**src/rtl/wb_pwm_seq_pkg.sv**
```systemverilog
// Shared definitions for the Wishbone PWM fade sequencer: field widths, FSM states
// and the tick-divider ratio helper.
package wb_pwm_seq_pkg;

    localparam int ADR_W  = 4;
    localparam int DUTY_W = 8;

    typedef enum logic [1:0] {
        ST_IDLE = 2'd0,
        ST_SCAN = 2'd1,
        ST_REQ  = 2'd2,
        ST_WAIT = 2'd3
    } state_e;

    // Degenerate parameterisations (unset rates, step faster than clock) tick every cycle.
    function automatic int tick_div(input int clk_hz, input int step_hz);
        if (step_hz <= 0 || clk_hz < step_hz) begin
            return 1;
        end
        return clk_hz / step_hz;
    endfunction

endpackage

```
**src/rtl/wb_pwm_seq_tick.sv**
```systemverilog
// Fade step divider: one-cycle tick_o every WB_CLK_HZ/STEP_HZ clocks, counting from reset.
// Free-running, no backpressure.
module wb_pwm_seq_tick
    import wb_pwm_seq_pkg::*;
#(
    parameter int WB_CLK_HZ = 0,
    parameter int STEP_HZ   = 0
) (
    input  logic clk_i,
    input  logic rst_ni,
    output logic tick_o
);

    localparam int            DIV  = tick_div(WB_CLK_HZ, STEP_HZ);
    localparam int            CW   = (DIV > 1) ? $clog2(DIV) : 1;
    localparam logic [CW-1:0] LAST = CW'(DIV - 1);

    logic [CW-1:0] cnt_q, cnt_d;

    always_comb begin
        tick_o = (cnt_q == LAST);
        cnt_d  = tick_o ? '0 : cnt_q + CW'(1);
    end

    always_ff @(posedge clk_i or negedge rst_ni) begin
        if (!rst_ni) begin
            cnt_q <= '0;
        end else begin
            cnt_q <= cnt_d;
        end
    end

endmodule

```
**src/rtl/wb_pwm_seq.sv**
```systemverilog
// PWM fade sequencer: steps each channel's duty one unit toward its target per tick via a
// Wishbone master; slave acks after one cycle, never stalls; WB_PWM_SEQ_READBACK_EN adds reads.
module wb_pwm_seq
    import wb_pwm_seq_pkg::*;
#(
    parameter int WB_CLK_HZ   = 0,
    parameter int STEP_HZ     = 0,
    parameter int CHANNEL_NUM = 1
) (
    input  logic              wb_clk_i,
    input  logic              wb_rst_ni,
    input  logic              wb_cyc_i,
    input  logic              wb_stb_i,
    input  logic              wb_we_i,
    input  logic [ADR_W-1:0]  wb_adr_i,
    input  logic [31:0]       wb_dat_i,
    output logic [31:0]       wb_dat_o,
    output logic              wb_stall_o,
    output logic              wb_ack_o,
    output logic              pwm_cyc_o,
    output logic              pwm_stb_o,
    output logic              pwm_we_o,
    output logic [ADR_W-1:0]  pwm_adr_o,
    output logic [31:0]       pwm_dat_o,
    input  logic              pwm_stall_i,
    input  logic              pwm_ack_i,
    output logic              busy_o
);

    localparam logic [ADR_W-1:0] LAST_IDX = ADR_W'(CHANNEL_NUM - 1);

    logic [DUTY_W-1:0] cur_q [CHANNEL_NUM];
    logic [DUTY_W-1:0] tgt_q [CHANNEL_NUM];
    state_e            state_q, state_d;
    logic [ADR_W-1:0]  idx_q, idx_d;
    logic [DUTY_W-1:0] nxt_q, nxt_d;
    logic              pending_q, pending_d;
    logic              ack_q;
    logic              tick;
    logic              slv_req, slv_wr, cur_upd;
    logic [DUTY_W-1:0] cur_sel, tgt_sel;
    logic              unused_dat_hi;

    wb_pwm_seq_tick #(
        .WB_CLK_HZ (WB_CLK_HZ),
        .STEP_HZ   (STEP_HZ)
    ) u_tick (
        .clk_i  (wb_clk_i),
        .rst_ni (wb_rst_ni),
        .tick_o (tick)
    );

    assign slv_req       = wb_cyc_i & wb_stb_i;
    assign slv_wr        = slv_req & wb_we_i;
    assign wb_stall_o    = 1'b0;
    assign wb_ack_o      = ack_q;
    assign busy_o        = (state_q != ST_IDLE);
    assign unused_dat_hi = ^wb_dat_i[31:DUTY_W];

    always_comb begin
        cur_sel = '0;
        tgt_sel = '0;
        for (int i = 0; i < CHANNEL_NUM; i++) begin
            if (idx_q == ADR_W'(i)) begin
                cur_sel = cur_q[i];
                tgt_sel = tgt_q[i];
            end
        end
    end

    always_comb begin
        state_d   = state_q;
        idx_d     = idx_q;
        nxt_d     = nxt_q;
        pending_d = pending_q;
        cur_upd   = 1'b0;
        pwm_cyc_o = 1'b0;
        pwm_stb_o = 1'b0;
        pwm_we_o  = 1'b0;
        pwm_adr_o = '0;
        pwm_dat_o = '0;

        // A tick that lands while a step is already pending is simply absorbed.
        if (tick) begin
            pending_d = 1'b1;
        end

        unique case (state_q)
            ST_IDLE: begin
                if (pending_q) begin
                    pending_d = 1'b0;
                    idx_d     = '0;
                    state_d   = ST_SCAN;
                end
            end
            ST_SCAN: begin
                if (cur_sel == tgt_sel) begin
                    if (idx_q == LAST_IDX) begin
                        state_d = ST_IDLE;
                    end else begin
                        idx_d = idx_q + ADR_W'(1);
                    end
                end else begin
                    nxt_d   = (cur_sel < tgt_sel) ? cur_sel + DUTY_W'(1) : cur_sel - DUTY_W'(1);
                    state_d = ST_REQ;
                end
            end
            ST_REQ: begin
                pwm_cyc_o = 1'b1;
                pwm_stb_o = 1'b1;
                pwm_we_o  = 1'b1;
                pwm_adr_o = idx_q;
                pwm_dat_o = {{(32-DUTY_W){1'b0}}, nxt_q};
                if (!pwm_stall_i) begin
                    state_d = ST_WAIT;
                end
            end
            ST_WAIT: begin
                pwm_cyc_o = 1'b1;
                if (pwm_ack_i) begin
                    cur_upd = 1'b1;
                    if (idx_q == LAST_IDX) begin
                        state_d = ST_IDLE;
                    end else begin
                        idx_d   = idx_q + ADR_W'(1);
                        state_d = ST_SCAN;
                    end
                end
            end
            default: state_d = ST_IDLE;
        endcase
    end

    always_ff @(posedge wb_clk_i or negedge wb_rst_ni) begin
        if (!wb_rst_ni) begin
            state_q   <= ST_IDLE;
            idx_q     <= '0;
            nxt_q     <= '0;
            pending_q <= 1'b0;
            ack_q     <= 1'b0;
            for (int i = 0; i < CHANNEL_NUM; i++) begin
                cur_q[i] <= '0;
                tgt_q[i] <= '0;
            end
        end else begin
            state_q   <= state_d;
            idx_q     <= idx_d;
            nxt_q     <= nxt_d;
            pending_q <= pending_d;
            ack_q     <= slv_req;
            // Target writes and step commits are independent, so both land in one cycle.
            for (int i = 0; i < CHANNEL_NUM; i++) begin
                if (slv_wr && wb_adr_i == ADR_W'(i)) begin
                    tgt_q[i] <= wb_dat_i[DUTY_W-1:0];
                end
                if (cur_upd && idx_q == ADR_W'(i)) begin
                    cur_q[i] <= nxt_q;
                end
            end
        end
    end

`ifdef WB_PWM_SEQ_READBACK_EN
    logic [31:0] rd_mux, dat_q;

    always_comb begin
        rd_mux = '0;
        for (int i = 0; i < CHANNEL_NUM; i++) begin
            if (wb_adr_i == ADR_W'(i)) begin
                rd_mux = {16'b0, tgt_q[i], cur_q[i]};
            end
        end
    end

    always_ff @(posedge wb_clk_i or negedge wb_rst_ni) begin
        if (!wb_rst_ni) begin
            dat_q <= '0;
        end else begin
            dat_q <= (slv_req && !wb_we_i) ? rd_mux : '0;
        end
    end

    assign wb_dat_o = dat_q;
`else
    assign wb_dat_o = '0;
`endif

endmodule

```
**config.mk**
```make
export PLATFORM = sky130hd
export DESIGN_NAME = wb_pwm_seq
export DESIGN_NICKNAME = d
export VERILOG_FILES = /design/src/rtl/wb_pwm_seq_pkg.sv /design/src/rtl/wb_pwm_seq_tick.sv /design/src/rtl/wb_pwm_seq.sv
export SDC_FILE = /design/constraint.sdc
export NUM_CORES = 1
export LEC_CHECK = 0
export ABC_AREA = 1
export CAP_MARGIN = 15
export CORE_UTILIZATION = 45
export CTS_BUF_LIST = sky130_fd_sc_hd__clkbuf_4 sky130_fd_sc_hd__clkbuf_8 sky130_fd_sc_hd__clkbuf_16
export DETAILED_ROUTE_END_ITERATION = 7
export HOLD_SLACK_MARGIN = 0.05
export PLACE_DENSITY = 0.84
export SLEW_MARGIN = 0
export SYNTH_ARGS = -nofsm -noshare
export SYNTH_HDL_FRONTEND = slang
export SYNTH_SLANG_ARGS = --single-unit
export TNS_END_PERCENT = 50
```
**constraint.sdc**
```tcl
create_clock -name wb_clk_i -period 5.7 [get_ports wb_clk_i]
set_input_delay 0.855 -clock wb_clk_i [delete_from_list [all_inputs] [get_ports wb_clk_i]]
set_output_delay 0.855 -clock wb_clk_i [all_outputs]
set_load 0.05 [all_outputs]
```
==> run_results.csv, run 1 <==
group,metric,value,unit
logic_synthesis,synth_top_family_by_area,"buffers and inverters",
worst_setup_path,worst_setup_path_start_kind,"flip-flop",
finish,final_nets,410,
logic_synthesis,ys_ff_latch,32,
logic_synthesis,ys_seq_area_share,32.19,%
placed_design,dpl_worst_slack,2389,ps
worst_setup_path,r2r_cells,17,
logic_synthesis,synth_async_sr_flop_share,100.0,%
logic_synthesis,avgSynthCellArea,7.871,um2
floorplan,coreArea,5205,um2
timing,fin_worst_skew,9.905,ps
worst_setup_path,rr_startpoint,"idx_q[0]$_DFFE_PN0P_",
grt,overflow,0,
finish,antenna_cells,0,
worst_setup_path,worstReg2RegEnd,"nxt_q[7]$_DFFE_PN0P_",
timing,min_period_over_period,58.70,%
timing,worstMarginPinSlew,623.1,ps
pwr,p_seq_share,19.4,%
cts,postCtsHoldBufs,0,
routing,antenna_left,0,
logic_synthesis,synth_area_leaders,"dfrtp_1 (32%), buf_4 (18%), nand2_1 (8.0%)",
timing,relSlewSlack,58.33,%
pwr,power.switching,0.9954,mW
logic_synthesis,synth_cells,316,
timing,rsz0062_at_grt,"false",
routing,drc_errors,0,
placed_design,gp_congestion,0.8303,
logic_synthesis,synth_cell_types,36,
worst_setup_path,cp-startpoint,"idx_q[0]$_DFFE_PN0P_",
min_path,hold_class,"flip-flop to flip-flop",
job,max_cap_violations,0,
grt,antenna_found_initial,0,
pwr,max-vdd-ir-drop,0.2569,mV
routing,drt_iter0_markers,50,
cts,cts_resized,0,
worst_setup_path,cp.required,5880,ps
routing,vias,1911,
floorplan,initial_core_util,47.79,%
worst_setup_path,worst_ep_arrival_time,3520,ps
logic_synthesis,synthAdderAreaFrac,7.847,%
logic_synthesis,ys.flop_type,"dfrtp_1",
placed_design,portBuffers,35,
floorplan,die_y,76.35,um
timing,post-route-min-period,3346,ps
cts,cts.sinks,32,
logic_synthesis,synth_edf_count,0,
grt,grt_util_all_layers,16.42,%
grt,grt_pass1_wl,7.741,mm
floorplan,die_area,5829,um2
floorplan,die_w,76.35,um
pwr,power.share.clock,12.9,%
logic_synthesis,synth_warnings,0,
min_path,holdPathStages,2,
cts,tritoncts,"done",
cts,cts-root-buf,"clkbuf_8",
floorplan,io_pins,117,
timing,finalMaxSlewViolations,0,
worst_setup_path,path_max_fanout,10,
pwr,pwr-share-comb,67.7,%
logic_synthesis,synth_area,2487,um2
cts,postCtsSetupBuffers,0,
cts,clk_pin_slew_worst_paths,70,ps
timing,finalSetupTns,0,ps
cts,cts_inserted_buffers,5,
finish,drive_gt1_share,9.632,%
routing,wl_per_cell,10.59,um
timing,whs,486.9,ps
cts,clk_latency,290,ps
pwr,powerDensity,664.8,nW/um2
status,status,"completed",
min_path,hold_start,"nxt_q[4]$_DFFE_PN0P_",
finish,synthToLayoutAreaGrowth,13.08,%
logic_synthesis,synthSimpleGateAreaFrac,23.09,%
placed_design,dpl.hpwl,3.516,mm
timing,setup_violations,0,
logic_synthesis,synthMuxAreaShare,2.716,%
logic_synthesis,synth-xor-area-share,1.408,%
worst_setup_path,r2r_slack,2350,ps
worst_setup_path,crit_path_end_kind,"flip-flop",
logic_synthesis,synth-compound-area-share,7.646,%
pwr,p_sw_share,53.24,%
cts,cts_buffer_depth,2,
grt,grt_pass1_vias,1834,
pwr,p_leak,1.483,nW
cts,h-tree-depth,2,
pwr,internal-power,0.8744,mW
timing,hold_viol,0,
worst_setup_path,worst-setup-path-type,"flip-flop to flip-flop",
routing,first_pass_iters,6,
logic_synthesis,yosys.area.top_type,"dfrtp_1",
timing,fin_ws,2354,ps
min_path,whs_endpoint,"nxt_q[4]$_DFFE_PN0P_",
pwr,finalPower,1.870,mW
routing,wl,4.480,mm
routing,routed_via_density,4.518,
logic_synthesis,synth_top_area_share,32.19,%
floorplan,num_rows,26,
timing,fmax,0.2989,GHz
grt,grt_start_max_net_pins,33,
cell type report:
class / instances / area [um2]
clock buffers: 7 / 96.34
clock inverters: 1 / 30.03
fillers: 499 / 2392
inverters: 43 / 163.9
multi-input cells: 234 / 1276
flip-flops and latches: 32 / 800.8
well taps: 70 / 87.58
repair buffers: 36 / 357.8
per-layer routing:
metal  up-vias  wire length, um  global-route usage [%]
li1        945                -                       -
met1       894             1851                   18.54
met2        63             2343                   29.82
met3         9              214                   4.072
met4         0               71                   5.769
met5         -                0                       0
logic make-up after synthesis:
group	after synthesis
and+or+nand+nor	120
buffers and inverters	106
AOI/OAI and AO/OA	32
DFF	32
adders and majority gates	15
muxes	6
xor gates and xnor gates	4
other	1
power by group through the flow:
stage | combinational, mW | sequential (mW) | clock, mW
after CTS | 1.27 | 0.363 | 0.243
after global routing | 1.42 | 0.374 | 0.253
final | 1.27 | 0.363 | 0.241
after floorplan | 1.06 | 0.348 | 0
after global placement | 1.21 | 0.362 | 0
after detailed placement | 1.25 | 0.366 | 0
critical path, stage by stage, from the launching register on:
cell and delay (ps):
dfrtp_1 400, inv_1 120, ha_1 240, nand2_2 190
inv_4 160, nand2_1 70, ha_1 290, a21oi_1 150
nor2_1 80, a211oi_4 240, nand2_4 160, ha_1 370
a21oi_1 200, nor2_1 70, a211oi_1 230, nand3_1 120
nand3_1 90, o21ai_1 70
Yosys cell counts (4+ instances only):
library cell and count:
nor2_1 35, buf_4 58, nand3_1 11, ha_1 14, nand2_1 53, nand4_1 4, dfrtp_1 32, mux2_2 6
nand3_2 4, o21ai_0 19, nand2_2 4, a21oi_1 4, inv_1 40
state kept, by name (all words and copies together), names as in the netlist, named ones only:
register and cells:
cur_q 8, state_q 1, wb_ack_o 1, idx_q 4, nxt_q 8, pending_q 1, tgt_q 8
layout by cell type (no fill, tap or decap), types with 2 or more instances in the layout:
master,count
mux2_2,6
nor2_4,2
xor2_1,3
conb_1,57
nand2_2,4
clkbuf_8,7
nand3_1,11
o21ai_1,2
a21oi_1,4
nor2_1,35
inv_1,40
o21ai_0,19
ha_1,14
inv_2,2
nand3_2,4
nand4_1,4
dfrtp_1,32
clkdlybuf4s50_1,35
nand2_4,2
nand2_1,53
stage by stage:
step | instance area (um2) | cells | util, %
global placement | 2686 | 415 | 51.61
global route | 2813 | 423 | 54.04
floorplan | 2698 | 372 | -
detailed placement | 2686 | 415 | 51.61
CTS | 2813 | 423 | 54.04
finish | 2813 | 423 | 54.04
worst max path at each step:
| stage | endpoint | slack, ps | cells after the start |
|---|---|---|---|
| 2_1_floorplan | pwm_adr_o[0] | 2510 | 5 |
| 3_3_place_gp | nxt_q[7]$_DFFE_PN0P_ | 2440 | 17 |
| 3_5_place_dp | nxt_q[7]$_DFFE_PN0P_ | 2390 | 18 |
| 4_1_cts | nxt_q[7]$_DFFE_PN0P_ | 2370 | 17 |
| 5_1_grt | nxt_q[7]$_DFFE_PN0P_ | 2060 | 18 |
| 6_report | nxt_q[7]$_DFFE_PN0P_ | 2350 | 17 |
No activity file was read; power rests on OpenSTA's default activity.
==> run 2: changes to the inputs <==
--- a/config.mk
+++ b/config.mk
@@ -7,11 +7,11 @@
 export LEC_CHECK = 0
 export ABC_AREA = 1
 export CAP_MARGIN = 15
-export CORE_UTILIZATION = 45
+export CORE_UTILIZATION = 42
 export CTS_BUF_LIST = sky130_fd_sc_hd__clkbuf_4 sky130_fd_sc_hd__clkbuf_8 sky130_fd_sc_hd__clkbuf_16
 export DETAILED_ROUTE_END_ITERATION = 7
 export HOLD_SLACK_MARGIN = 0.05
-export PLACE_DENSITY = 0.84
+export PLACE_DENSITY = 0.79
 export SLEW_MARGIN = 0
 export SYNTH_ARGS = -nofsm -noshare
 export SYNTH_HDL_FRONTEND = slang
==> constraint.sdc (replaced) <==
create_clock -name wb_clk_i -period 3.19 [get_ports wb_clk_i]
set_input_delay 0.4785 -clock wb_clk_i [delete_from_list [all_inputs] [get_ports wb_clk_i]]
set_output_delay 0.4785 -clock wb_clk_i [all_outputs]
set_load 0.05 [all_outputs]
==> run_results.csv, run 2 (synthesis gave the netlist of run 1 again) <==
group,metric,value,unit
timing,worstMarginPinSlew,601.1,ps
cts,cts.sinks,32,
routing,first_pass_iters,4,
min_path,hold_class,"flip-flop to flip-flop",
timing,min_period_over_period,92.73,%
worst_setup_path,worst_setup_path_start_kind,"flip-flop",
placed_design,dpl.hpwl,3.488,mm
cts,cts_buffer_depth,2,
pwr,finalPower,3.414,mW
finish,reg_top3,"cur_q x8, nxt_q x8, tgt_q x8",
worst_setup_path,slowest_stage,"dfrtp_1",
pwr,p_leak,1.506,nW
worst_setup_path,cp_num_buf_inv,4,
finish,fillers,553,
finish,drive_gt1_share,12.26,%
finish,final_cell_mix,"conb_1 (57), nand2_1 (53), inv_1 (38), nor2_1 (35), clkdlybuf4s50_1 (35)",
min_path,hold_start,"nxt_q[3]$_DFFE_PN0P_",
grt,grt_use_met2,27.22,%
floorplan,io_pins,117,
routing,drt_iter0_markers,82,
timing,rsz0062_at_grt,"false",
timing,hold_viol,0,
timing,setup_violations,0,
grt,met1_usage,17.58,%
floorplan,die_area,6234,um2
routing,wl,4.453,mm
pwr,max-vdd-ir-drop,0.4706,mV
grt,grt_start_max_net_pins,33,
timing,fin_worst_skew,7.636,ps
grt,grt_pass1_wl,7.396,mm
pwr,powerDensity,1193,nW/um2
finish,synthToLayoutAreaGrowth,15.04,%
timing,finalMaxSlewViolations,0,
worst_setup_path,cp_slowest_stage_delay,400,ps
grt,grt_util_all_layers,15.41,%
routing,wl_per_cell,10.33,um
floorplan,die_w,78.96,um
grt,grt_pass1_vias,1707,
finish,antenna_cells,0,
cts,h-tree-depth,2,
worst_setup_path,crit_family,"adder cells",
timing,relSlewSlack,59.81,%
floorplan,num_rows,27,
worst_setup_path,rr_startpoint,"idx_q[0]$_DFFE_PN0P_",
job,max_cap_violations,0,
timing,fmax,0.3380,GHz
cts,postCtsSetupBuffers,0,
timing,post-route-min-period,2958,ps
grt,overflow,0,
worst_setup_path,cp-startpoint,"idx_q[0]$_DFFE_PN0P_",
placed_design,gp_congestion,0.8185,
worst_setup_path,worst-setup-path-type,"flip-flop to flip-flop",
cts,clk_pin_slew_worst_paths,60,ps
cts,tritoncts,"done",
grt,top_usage_layer,"met2",
grt,met3_usage,3.908,%
routing,vias,1923,
status,status,"completed",
cts,cts-root-buf,"clkbuf_8",
worst_setup_path,cp.required,3360,ps
floorplan,initial_core_util,44.36,%
floorplan,die_y,78.96,um
worst_setup_path,path_max_fanout,10,
routing,antenna_left,0,
worst_setup_path,crit_chain,"inv_2, ha_4, nand2_4, inv_6, nand2_1, ha_1, a21oi_2, nor2_1, a211oi_4, nand2_4, buf_4, ha_1, inv_1, nor2_1, o21ai_2, nand2_2, nand2_1, nand3_1, nand3_1, o21ai_1",
timing,finalSetupTns,0,ps
finish,final_common_cell,"conb_1",
worst_setup_path,worst_ep_arrival_time,3130,ps
routing,drc_errors,0,
worst_setup_path,crit_path_end_kind,"flip-flop",
finish,final_nets,417,
cts,clk_latency,290,ps
placed_design,portBuffers,35,
floorplan,coreArea,5608,um2
grt,antenna_found_initial,0,
routing,routed_via_density,4.462,
cts,cts_inserted_buffers,5,
-- run 2: worst paths after layout --
check / end / slack [ps] / cells past startpoint
max: nxt_q[7]$_DFFE_PN0P_ / 230 / 20
min: nxt_q[3]$_DFFE_PN0P_ / 490 / 2
max reg2reg: nxt_q[7]$_DFFE_PN0P_ / 230 / 20
min reg2reg: nxt_q[3]$_DFFE_PN0P_ / 490 / 2
max in group asynchronous: cur_q[4]$_DFFE_PN0P_ / 2300 / 2
min in group asynchronous: idx_q[1]$_DFFE_PN0P_ / 590 / 2
-- run 2: metrics by stage --
step                hold slack [ps]  utilization (%)  instances  setup WS [ps]  cell area, um2
CTS                           487.0            50.60        431          53.28            2838
global placement              465.2            48.88        424          116.3            2741
global route                  511.7            51.03        431          4.403            2861
finish                        486.4            51.03        431          231.8            2861
detailed placement            471.4            48.88        424          64.83            2741
floorplan                     182.9                -        372          252.5            2698
-- run 2: timing repair --
action	4_1_cts	5_1_grt
resized for setup	0	7
hold buffers	0	0
endpoints found under the setup margin	0	6
-- run 2: layer usage --
layer	vias to the layer above	share of wire, %
met5	-	0
met4	0	1.8
met3	9	6.0
met2	69	50
met1	884	42
li1	961	-
-- run 2: final cells by class --
class                           count  area (um2)  area share [%]
Clock buffer                        7       96.34           3.367
Inverter                           43       166.4           5.816
Multi-Input combinational cell    234        1297           45.34
Sequential cell                    32       800.8           27.98
Tap cell                           72       90.09           3.148
Timing Repair Buffer               43       410.4           14.34
-- run 2: where the power goes --
group / internal (mW) / leakage (nW) / switching (mW) / total [mW]
combinational: 0.867 / 1.05 / 1.56 / 2.42
clock: 0.192 / 0.0503 / 0.142 / 0.334
sequential: 0.553 / 0.403 / 0.102 / 0.655
total: 1.61 / 1.51 / 1.80 / 3.41
-- run 2: worst min-delay path, cell delays in order (launching register included) --
cell     delay (ps)
dfrtp_1         350
nand2_1          50
o21ai_0          50
